## src/rtl/cacheline_adaptor_pkg.sv

```systemverilog
// Shared definitions for the cache line <-> memory burst adaptor:
// geometry constants, the FSM state encoding and the address aligner.
package cacheline_adaptor_pkg;

  localparam int S_OFFSET  = 5;                    // log2 bytes per line
  localparam int S_LINE    = 8 * (2 ** S_OFFSET);  // line width in bits
  localparam int S_BURST   = 64;                   // beat width in bits
  localparam int NUM_BEATS = S_LINE / S_BURST;     // beats per line
  localparam int BEAT_W    = $clog2(NUM_BEATS);    // beat counter width

  typedef enum logic [2:0] {
    IDLE     = 3'd0,
    RD_BURST = 3'd1,
    RD_DONE  = 3'd2,
    WR_BURST = 3'd3,
    WR_DONE  = 3'd4
  } cla_state_t;

  // Line-aligned base address: memory walks the beats internally, so the
  // adaptor only ever presents the first byte of the line.
  function automatic logic [31:0] align_addr(input logic [31:0] addr);
    return {addr[31:S_OFFSET], {S_OFFSET{1'b0}}};
  endfunction

endpackage

```

## src/rtl/cacheline_adaptor.sv

```systemverilog
// Converts one line-wide read/write request from the cache into a fixed
// sequence of NUM_BEATS memory beats, and back.
//
// Handshake: the cache holds read_i/write_i until resp_o, a one-cycle
// completion pulse. Towards memory, read_o/write_o stay high for the whole
// burst and every cycle with resp_i=1 transfers exactly one beat; cycles
// with resp_i=0 are wait states in which nothing advances. resp_i outside
// a burst is ignored.
module cacheline_adaptor
  import cacheline_adaptor_pkg::*;
(
  input  logic                clk,
  input  logic                rst,

  // cache side
  input  logic [31:0]         address_i,
  input  logic                read_i,
  input  logic                write_i,
  input  logic [S_LINE-1:0]   line_i,
  output logic [S_LINE-1:0]   line_o,
  output logic                resp_o,

  // memory side
  output logic [31:0]         address_o,
  output logic                read_o,
  output logic                write_o,
  output logic [S_BURST-1:0]  burst_o,
  input  logic [S_BURST-1:0]  burst_i,
  input  logic                resp_i,

  // debug visibility of the FSM
  output cla_state_t          dbg_state
);

  cla_state_t                state, state_next;
  logic [BEAT_W-1:0]         beat_cnt;
  logic [S_LINE-1:0]         rd_line;   // read assembly buffer, also line_o
  logic [S_LINE-1:0]         wr_line;   // line latched at write accept
  logic [31:0]               addr_q;
  logic                      last_beat;

  assign last_beat = (beat_cnt == BEAT_W'(NUM_BEATS - 1));

  // State register.
  always_ff @(posedge clk) begin
    if (rst) begin
      state <= IDLE;
    end else begin
      state <= state_next;
    end
  end

  // Datapath: request latching, beat counter and read line assembly.
  always_ff @(posedge clk) begin
    if (rst) begin
      beat_cnt <= '0;
      rd_line  <= '0;
      wr_line  <= '0;
      addr_q   <= '0;
    end else begin
      case (state)
        IDLE: begin
          // Write wins over read when both are requested.
          if (write_i) begin
            wr_line <= line_i;
            addr_q  <= align_addr(address_i);
          end else if (read_i) begin
            addr_q  <= align_addr(address_i);
          end
        end
        RD_BURST: begin
          if (resp_i) begin
            rd_line[int'(beat_cnt)*S_BURST +: S_BURST] <= burst_i;
            beat_cnt <= last_beat ? '0 : beat_cnt + BEAT_W'(1);
          end
        end
        WR_BURST: begin
          if (resp_i) begin
            beat_cnt <= last_beat ? '0 : beat_cnt + BEAT_W'(1);
          end
        end
        default: ;
      endcase
    end
  end

  // Next-state and state-decoded strobes.
  always_comb begin
    state_next = state;
    read_o     = 1'b0;
    write_o    = 1'b0;
    resp_o     = 1'b0;
    burst_o    = '0;
    case (state)
      IDLE: begin
        if (write_i)     state_next = WR_BURST;
        else if (read_i) state_next = RD_BURST;
      end
      RD_BURST: begin
        read_o = 1'b1;
        if (resp_i && last_beat) state_next = RD_DONE;
      end
      RD_DONE: begin
        resp_o     = 1'b1;
        state_next = IDLE;
      end
      WR_BURST: begin
        write_o = 1'b1;
        burst_o = wr_line[int'(beat_cnt)*S_BURST +: S_BURST];
        if (resp_i && last_beat) state_next = WR_DONE;
      end
      WR_DONE: begin
        resp_o     = 1'b1;
        state_next = IDLE;
      end
      default: state_next = IDLE;
    endcase
  end

  assign line_o    = rd_line;
  assign address_o = addr_q;
  assign dbg_state = state;

endmodule
```

## config.mk

```make
export PLATFORM = sky130hd
export DESIGN_NAME = cacheline_adaptor
export DESIGN_NICKNAME = d
export VERILOG_FILES = /design/src/rtl/cacheline_adaptor_pkg.sv /design/src/rtl/cacheline_adaptor.sv
export SDC_FILE = /design/constraint.sdc
export NUM_CORES = 1
export LEC_CHECK = 0
export BUFFER_PORTS_ARGS = -buffer_cell sky130_fd_sc_hd__buf_2
export CORE_MARGIN = 10
export CORE_UTILIZATION = 29
export CTS_BUF_LIST = sky130_fd_sc_hd__clkbuf_4 sky130_fd_sc_hd__clkbuf_8
export CTS_CLUSTER_SIZE = 10
export DETAILED_ROUTE_END_ITERATION = 10
export GPL_TIMING_DRIVEN = 0
export PLACE_DENSITY_LB_ADDON = 0.05
export SKIP_CTS_REPAIR_TIMING = 1
export SLEW_MARGIN = 20
export SYNTH_ARGS = -nofsm -noshare
export SYNTH_HDL_FRONTEND = slang
export SYNTH_SLANG_ARGS = --single-unit
```

## constraint.sdc

```tcl
create_clock -name clk -period 5.2 [get_ports clk]
set_input_delay 0.78 -clock clk [delete_from_list [all_inputs] [get_ports clk]]
set_output_delay 0.78 -clock clk [all_outputs]
set_load 0.02 [all_outputs]
```

# Word-level counts from Yosys, hierarchy flattened
# Cells that the tools add are included.
# op_classes
n_addsub	2
eq_ne	8
n_shift	3
n_mux	13
n_reduce_logical	10
# ops
operator	count
bitwise mux 256 bit	1
variable shift 64 x 33 -> 256 bit, first input constant	1
variable part select 256 x 9 -> 64 bit	1
variable part select 64 x 33 -> 256 bit	1
two-way mux 32 bit	2
two-way mux 64 bit	1
negation 8 -> 33 bit	1
two-way mux 3 bit	4
case mux 3 bit (3 select lines)	1
AND reduction 2 bit	4
== test 3 x 2 -> 1 bit, second input constant	2
!= test 2 bit, second input constant	2
OR reduction 2 bit	2
== test 3 x 1 -> 1 bit, second input constant	1
== test 3 bit, second input constant	1
zero test 3 bit	1
two-way mux 1 bit	3
!= test 3 bit, second input constant	1
AND reduction 3 bit	1
adder 2 x 1 -> 2 bit, second input constant	1
== test 2 bit, second input constant	1
two-way mux 2 bit	1
nonzero test 2 bit	1
logical AND 1 bit	1
# totals
ff_bits	549
in_bits	357
out_inout_bits	358
word_cells	41

# Depth between registers and ports, before layout
# Gate-level depths: netlist (run 1).
# logic_depth
word_depth	4
ltp_mapped	9
depth_no_buf	5

# Worst setup path after synthesis (run 1)
# No wires, ideal clock.
# synth_timing
path_type	flip-flop to flip-flop
from	register beat_cnt[1]
to	register rd_line[223], in the netlist line_o[223]
setup_time_ps	74
t_arrival_ps	2348
t_required_ps	5126
slack_ps	2778
stages_incl_launch_ff	9
n_path_buf	3
period_less_slack_ps	2422
path_cell_list	dfxtp_1 buf_2 buf_1 inv_1 ha_1 nor4b_1 clkbuf_1 nand4_1 o21ai_0
# synth_between
elab_chain_len	3
word_cells_on_any_way	4
cone_classes	add/sub (1); shift (2); mux (1)
# synth_lines
element	line_no	source
from (decl)	cacheline_adaptor.sv:36	logic [BEAT_W-1:0] beat_cnt;
from (signal assigned)	cacheline_adaptor.sv:74	beat_cnt <= last_beat ? '0 : beat_cnt + BEAT_W'(1);
from (signal assigned)	cacheline_adaptor.sv:79	beat_cnt <= last_beat ? '0 : beat_cnt + BEAT_W'(1);
negation 8 -> 33 bit (*)	cacheline_adaptor.sv:73	rd_line[int'(beat_cnt)*S_BURST +: S_BURST] <= burst_i;
variable part select 64 x 33 -> 256 bit or variable shift 64 x 33 -> 256 bit (tied branches)	cacheline_adaptor.sv:73	
bitwise mux 256 bit (*)	cacheline_adaptor.sv:73	
to (signal, indexed assignment)	cacheline_adaptor.sv:73	
to (decl)	cacheline_adaptor.sv:37	logic [S_LINE-1:0] rd_line;
# Every way passes the cells marked *; elsewhere a longest branch is shown, timed or not.
# A chain may end at the register's enable or synchronous reset.

# Worst setup path after layout (run 1)
# Ends and elaborated chain as after synthesis.

==> run_results.csv, run 1 <==
group,metric,value,unit
status,run_status,"complete, no violations",
clock_tree,clk-insertion-delay-late,0.70,ns
global_route,grt_max_degree,14,
power,cellInternalPower,7.428,mW
power,switching_share,27.87,%
floorplanning,die_h,302.5,um
power,power.share.combinational,12.9,%
clock_tree,cts-root-buf,"sky130_fd_sc_hd__clkbuf_8",
timing,clock-skew-final,0.02322,ns
placement,numPortBuffers,703,
global_route,globalRouteTotalUtil,23.14,%
timing,timing.fmax,251.4,MHz
clock_tree,clkSlewWorstSetupHoldPaths,0.07,ns
yosys,postSynthAreaPerCell,8.672,um2
timing,finalSetupTns,0,ns
power,p_seq_share,43.3,%
setup_path,worstPathMaxFanout,10,
floorplanning,die_area,91480,um2
route,remaining_drc_errors,0,
power,vdd_ir_drop_max,0.1631,mV
timing,timing_worst_slew_pin_value,1.130,ns
clock_tree,htree_levels,3,
global_route,gr-total-overflow,0,
timing,fin_crit,3.977,ns
setup_path,crit_path_start_kind,"register",
power,total_leakage_power,12.62,nW
global_route,grt_pass1_wl,158.0,mm
placement,half_perimeter_wire_length_after_placement,87.53,mm
timing,final_hold_viol_count,0,
run,max-cap-violations,0,
setup_path,critical_path_class,"register to register",
setup_path,worst-endpoint-arrival,4.58,ns
route,detail_route.vias_per_cell,4.946,
timing,finalCritPeriodShare,76.48,%
floorplanning,die-width,302.5,um
power,net_switching_component_of_the_power,2.870,mW
floorplanning,floorplan.rows,103,
route,wire_length_per_cell_after_detailed_routing,24.16,um
power,clock_power_share,43.8,%
clock_tree,cts_made_buffers,100,
global_route,first_global_vias,23460,
timing,timing.max_slew.rel_slack,24.69,%
yosys,seq_total_area_yosys,47.07,%
timing,grt_setup_unrepaired,"false",
timing,drv_slew,0,
power,power-per-cell-area,340.9,nW/um2
final_layout,layout.cells.most_common_list,"sky130_fd_sc_hd__buf_2 (789), sky130_fd_sc_hd__dfxtp_1 (544), sky130_fd_sc_hd__nand2_1 (515)",
route,drt-initial-drc-count,1305,
yosys,syn-cell-area,23140,um2
clock_tree,tritoncts,"done",
setup_path,critical_path_required,5.81,ns
setup_path,cp-end-kind,"register",
global_route,grt_antenna_before_repair,24,
placement,gp_weighted_congestion,0.8641,
final_layout,syn_to_final_growth,30.55,%
floorplanning,start_util,29.29,%
yosys,synthesis.instances,2668,
power,total_power,10.30,mW
route,drt_first_pass_iters,5,
final_layout,most_common_cell_after_layout_fill_and_taps_aside,"sky130_fd_sc_hd__buf_2",
route,vias,22780,
floorplanning,num_io_pins,715,
route,post_detailed_route_count_of_antenna_violating_nets,0,
yosys,synth.ff_latch_count,544,
route,sum_of_routed_wire_length_over_all_layers,111.3,mm
clock_tree,cts_max_path_buffers,3,
yosys,ys_warn_count,0,
final_layout,layout-drive-gt1-share,30.74,%
worst_hold_path,holdCritPathClass,"input port to register",
clock_tree,cts.sinks,544,
timing,setup_viol,0,
floorplanning,core_area,79000,um2
final_layout,num-nets-final,3840,
yosys,post_synth_num_cell_types,36,
[state kept, by name, indices dropped and copies added (netlist names)]
signal / flops
dbg_state: 3
beat_cnt: 2
wr_line: 256
line_o: 256
address_o: 27
[cell usage after synthesis, drive strengths merged]
cell    count  area, um2
a211oi      1      7.510
a21oi     257       1286
a31oi       1      6.260
and2       68      425.4
and3b       2      17.52
buf       135      838.3
clkbuf    138      548.0
conb        1      3.750
dfxtp     544      10890
ha          5      62.56
inv         2      7.510
mux2i      28      280.3
mux4       64       1441
nand2     515       1933
nand2b    310       1939
nand3b      1      7.510
nand4     256       1602
nand4b      1      8.760
nor2        4      15.01
nor2b      64      400.4
nor3b       4      35.03
nor4        2      12.51
nor4b       3      32.53
nor4bb      2      20.02
o21ai     256       1281
o21ba       1      10.01
or3         1      6.260
or4b        1      10.01
xnor2       1      8.760
[area by class of cell]
class	count	area, um2
sequential	544	10890
tap	1050	1314
timing repair buffer	704	3523
clock buffer	162	2054
buffer	273	1388
clock inverter	14	137.6
fill	8373	48790
multi-input combinational	1853	10880
inverter	2	7.507
antenna	4	10.01
[cell families after synthesis]
group / count (synthesis) / share of synthesized area (%)
simple gates: 1234 / 27.94
flops: 544 / 47.07
compound gates: 516 / 11.20
buf+inv: 275 / 6.024
mux: 92 / 7.441
fa+ha+maj: 5 / 0.2704
other cells: 1 / 0.01621
xor+xnor: 1 / 0.03786
[final timing paths]
check	startpoint	to	slack (ns)	depth (start not counted)
max	beat_cnt[1]$_SDFFE_PP0P_	line_o[223]$_SDFFE_PP0P_	1.22	9
min	line_i[238]	wr_line[238]$_SDFFE_PP0P_	0.31	3
max reg2reg	beat_cnt[1]$_SDFFE_PP0P_	line_o[223]$_SDFFE_PP0P_	1.22	9
min reg2reg	wr_line[249]$_SDFFE_PP0P_	wr_line[249]$_SDFFE_PP0P_	0.45	2
[layer usage]
metal	up-vias	share of wire (%)	track usage, %
met4	34	2.7	7.004
li1	10780	-	-
met5	-	0.20	0
met3	197	7.9	6.592
met2	831	49	40.63
met1	10940	40	27.00
[worst max-delay path: stages (launching register included)]
cell and delay [ns]:
sky130_fd_sc_hd__dfxtp_1 0.51, sky130_fd_sc_hd__buf_2 0.37, sky130_fd_sc_hd__buf_1 0.67, sky130_fd_sc_hd__inv_1 0.20, sky130_fd_sc_hd__ha_1 0.44, sky130_fd_sc_hd__nor4b_2 0.63
sky130_fd_sc_hd__buf_2 0.27, sky130_fd_sc_hd__clkbuf_1 0.49, sky130_fd_sc_hd__nand4_1 0.19, sky130_fd_sc_hd__o21ai_0 0.12
[power by group through the flow]
stage	Clock, mW	Combinational, mW	Sequential, mW
5_1_grt	4.78	1.45	4.48
4_1_cts	4.61	1.34	4.46
3_3_place_gp	0	1.33	4.54
2_1_floorplan	0	0.731	4.56
3_5_place_dp	0	1.34	4.55
6_report	4.51	1.33	4.46
[metrics by stage]
step                area, um2  utilization, %  cells  setup slack [ns]  hold slack (ns)
CTS                     30200           38.22   4602             1.090           0.2479
global placement        27980           35.42   4425            0.4866           0.4406
detailed placement      28000           35.45   4426             1.149           0.4435
finish                  30210           38.23   4606             1.223           0.3142
global route            30200           38.23   4604            0.9366           0.2928
floorplan               23150               -   2672             2.778           0.4331
Power figures use the tool's default switching activity.
==> run 2, diff against run 1 <==
Clock period 5.2 ns to 3.4 ns, I/O delays scaled along.
==> run 2 against run 1 <==
  * Sequential cell count unchanged
  * Combinational power is 53% higher
  * Global-route usage did not move
  * First-iteration DRC count increased by 3.4%
  * Final cell count about the same
  * Sequential power grew 53%
  * Sequential share of layout area decreased by 0.076 points
  * Die area is the same
  * Critical path depth is 4 lower
  * Register-to-register slack worse by 0.89 ns
  * Final area rose by 0.21%
  * Largest power group unchanged
==> run_results.csv, run 2 (synthesis results as in run 1) <==
group,metric,value,unit
clock_tree,cts_made_buffers,100,
global_route,gr-total-overflow,0,
setup_path,cpMaxStageDelayCell,"sky130_fd_sc_hd__mux4_2",
floorplanning,num_io_pins,715,
route,post_detailed_route_count_of_antenna_violating_nets,0,
placement,place_inst,4426,
timing,final_hold_viol_count,0,
setup_path,crit_path_cell_trace,"buf_2 -> clkbuf_4 -> mux4_2 -> and2_1 -> buf_2",
global_route,grt_max_degree,14,
setup_path,critical_path_class,"register to output pin",
final_layout,num-nets-final,3839,
timing,timing.max_slew.rel_slack,21.91,%
placement,half_perimeter_wire_length_after_placement,87.53,mm
global_route,globalRouteTotalUtil,23.14,%
timing,setup_slack,0.1316,ns
placement,preCtsSetupSlack,-0.6506,ns
worst_hold_path,hp-start,"line_i[238]",
final_layout,layout.filler_cells,8373,
final_layout,most_common_cell_after_layout_fill_and_taps_aside,"sky130_fd_sc_hd__buf_2",
worst_hold_path,holdCritPathClass,"input port to register",
clock_tree,cts.sinks,544,
clock_tree,clk-insertion-delay-late,0.70,ns
setup_path,cpPeakStageDelay,0.58,ns
placement,numPortBuffers,703,
clock_tree,cts_max_path_buffers,3,
final_layout,layout-drive-gt1-share,31.32,%
floorplanning,die_h,302.5,um
timing,finalCritPeriodShare,96.13,%
setup_path,path_common_cell,"sky130_fd_sc_hd__buf_2",
power,total_leakage_power,12.70,nW
clock_tree,htree_levels,3,
setup_path,crit_path_start_kind,"register",
setup_path,worst-endpoint-arrival,2.76,ns
clock_tree,cts-root-buf,"sky130_fd_sc_hd__clkbuf_8",
route,wire_length_per_cell_after_detailed_routing,24.14,um
setup_path,crit-reg2reg-launch,"beat_cnt[1]$_SDFFE_PP0P_",
setup_path,critical_path_required,2.89,ns
global_route,grt_pass1_wl,158.0,mm
global_route,grt_antenna_before_repair,24,
clock_tree,tritoncts,"done",
setup_path,cp-end-kind,"output pin",
final_layout,seq_area,10890,um2
final_layout,layout.cells.most_common_list,"sky130_fd_sc_hd__buf_2 (781), sky130_fd_sc_hd__dfxtp_1 (544), sky130_fd_sc_hd__nand2_1 (515)",
route,vias,22770,
setup_path,worstPathMaxFanout,10,
timing,timing_worst_slew_pin_value,1.171,ns
floorplanning,floorplan.rows,103,
route,drt-initial-drc-count,1350,
status,run_status,"complete, no violations",
placement,gp_weighted_congestion,0.8641,
route,drt_first_pass_iters,5,
final_layout,stdcell_count,4605,
floorplanning,start_util,29.29,%
timing,grt_setup_unrepaired,"true",
route,remaining_drc_errors,0,
final_layout,multiInputGateArea,10900,um2
timing,clock-skew-final,0.02537,ns
clock_tree,clkSlewWorstSetupHoldPaths,0.06,ns
power,vdd_ir_drop_max,0.2477,mV
power,power-per-cell-area,520.1,nW/um2
timing,drv_slew,0,
timing,timing.fmax,306.0,MHz
route,detail_route.vias_per_cell,4.945,
setup_path,critPathLaunch,"beat_cnt[0]$_SDFFE_PP0P_",
timing,setup_viol,0,
floorplanning,core_area,79000,um2
route,sum_of_routed_wire_length_over_all_layers,111.1,mm
final_layout,syn_to_final_growth,30.82,%
floorplanning,die-width,302.5,um
run,max-cap-violations,0,
timing,fin_crit,3.268,ns
floorplanning,die_area,91480,um2
global_route,first_global_vias,23460,
==> run 2: changes by cell type in the layout (fill, tap and decap cells not counted), moves of 8 or more <==
cell / before / now
sky130_fd_sc_hd__buf_2: 789 / 781
sky130_fd_sc_hd__clkbuf_4: 28 / 37
sky130_fd_sc_hd__clkbuf_1: 113 / 93
sky130_fd_sc_hd__clkbuf_2: 25 / 43
==> run 2: metrics by stage <==
step                TNS [ns]  utilization, %  power (mW)  cell area (um2)  hold WS [ns]
finish                     0           38.32       15.74            30270       0.04767
global route        -0.02145           38.31       16.38            30260       0.02276
CTS                  -103.34           38.22       15.93            30200      -0.02214
detailed placement    -84.10           35.45       9.004            28000        0.4435
global placement     -119.71           35.42       8.979            27980        0.4406
floorplan                  0               -       8.099            23150        0.4331
==> run 2: metal layers <==
layer	wire (um)	share of wire, %	GRT usage (%)	vias to the layer above
met2	55100	50	40.63	841
met1	44060	40	27.00	10920
li1	-	-	-	10790
met5	232	0.21	0	-
met4	2898	2.6	7.004	34
met3	8851	8.0	6.592	189
==> run 2: layout make-up <==
type                       instances  area share (%)
multi-input combinational       1853           36.00
sequential                       544           35.98
timing repair buffer             704           11.64
clock buffer                     162           6.787
buffer                           272           4.737
tap                             1050           4.340
clock inverter                    14          0.4547
antenna                            4         0.03307
inverter                           2         0.02480
==> run 2: worst max-delay path: cells and delay by family, from the launching register on <==
kind | cells | cell delay (ns)
buffers and inverters | 3 | 0.93
muxes | 1 | 0.58
DFF | 1 | 0.36
and+or+nand+nor | 1 | 0.20
==> run 2: path summary, 6_finish.rpt <==
| path | slack (ns) | end | cells after the start |
|---|---|---|---|
| min | 0.05 | wr_line[238]$_SDFFE_PP0P_ | 3 |
| max reg2reg | 0.33 | line_o[251]$_SDFFE_PP0P_ | 9 |
| min reg2reg | 0.45 | wr_line[132]$_SDFFE_PP0P_ | 2 |
| max | 0.13 | burst_o[4] | 5 |
==> run 2: power breakdown <==
part / switching [mW] / internal (mW)
logic: 1.29 / 0.749
clock network: 2.93 / 3.96
registers: 0.159 / 6.66
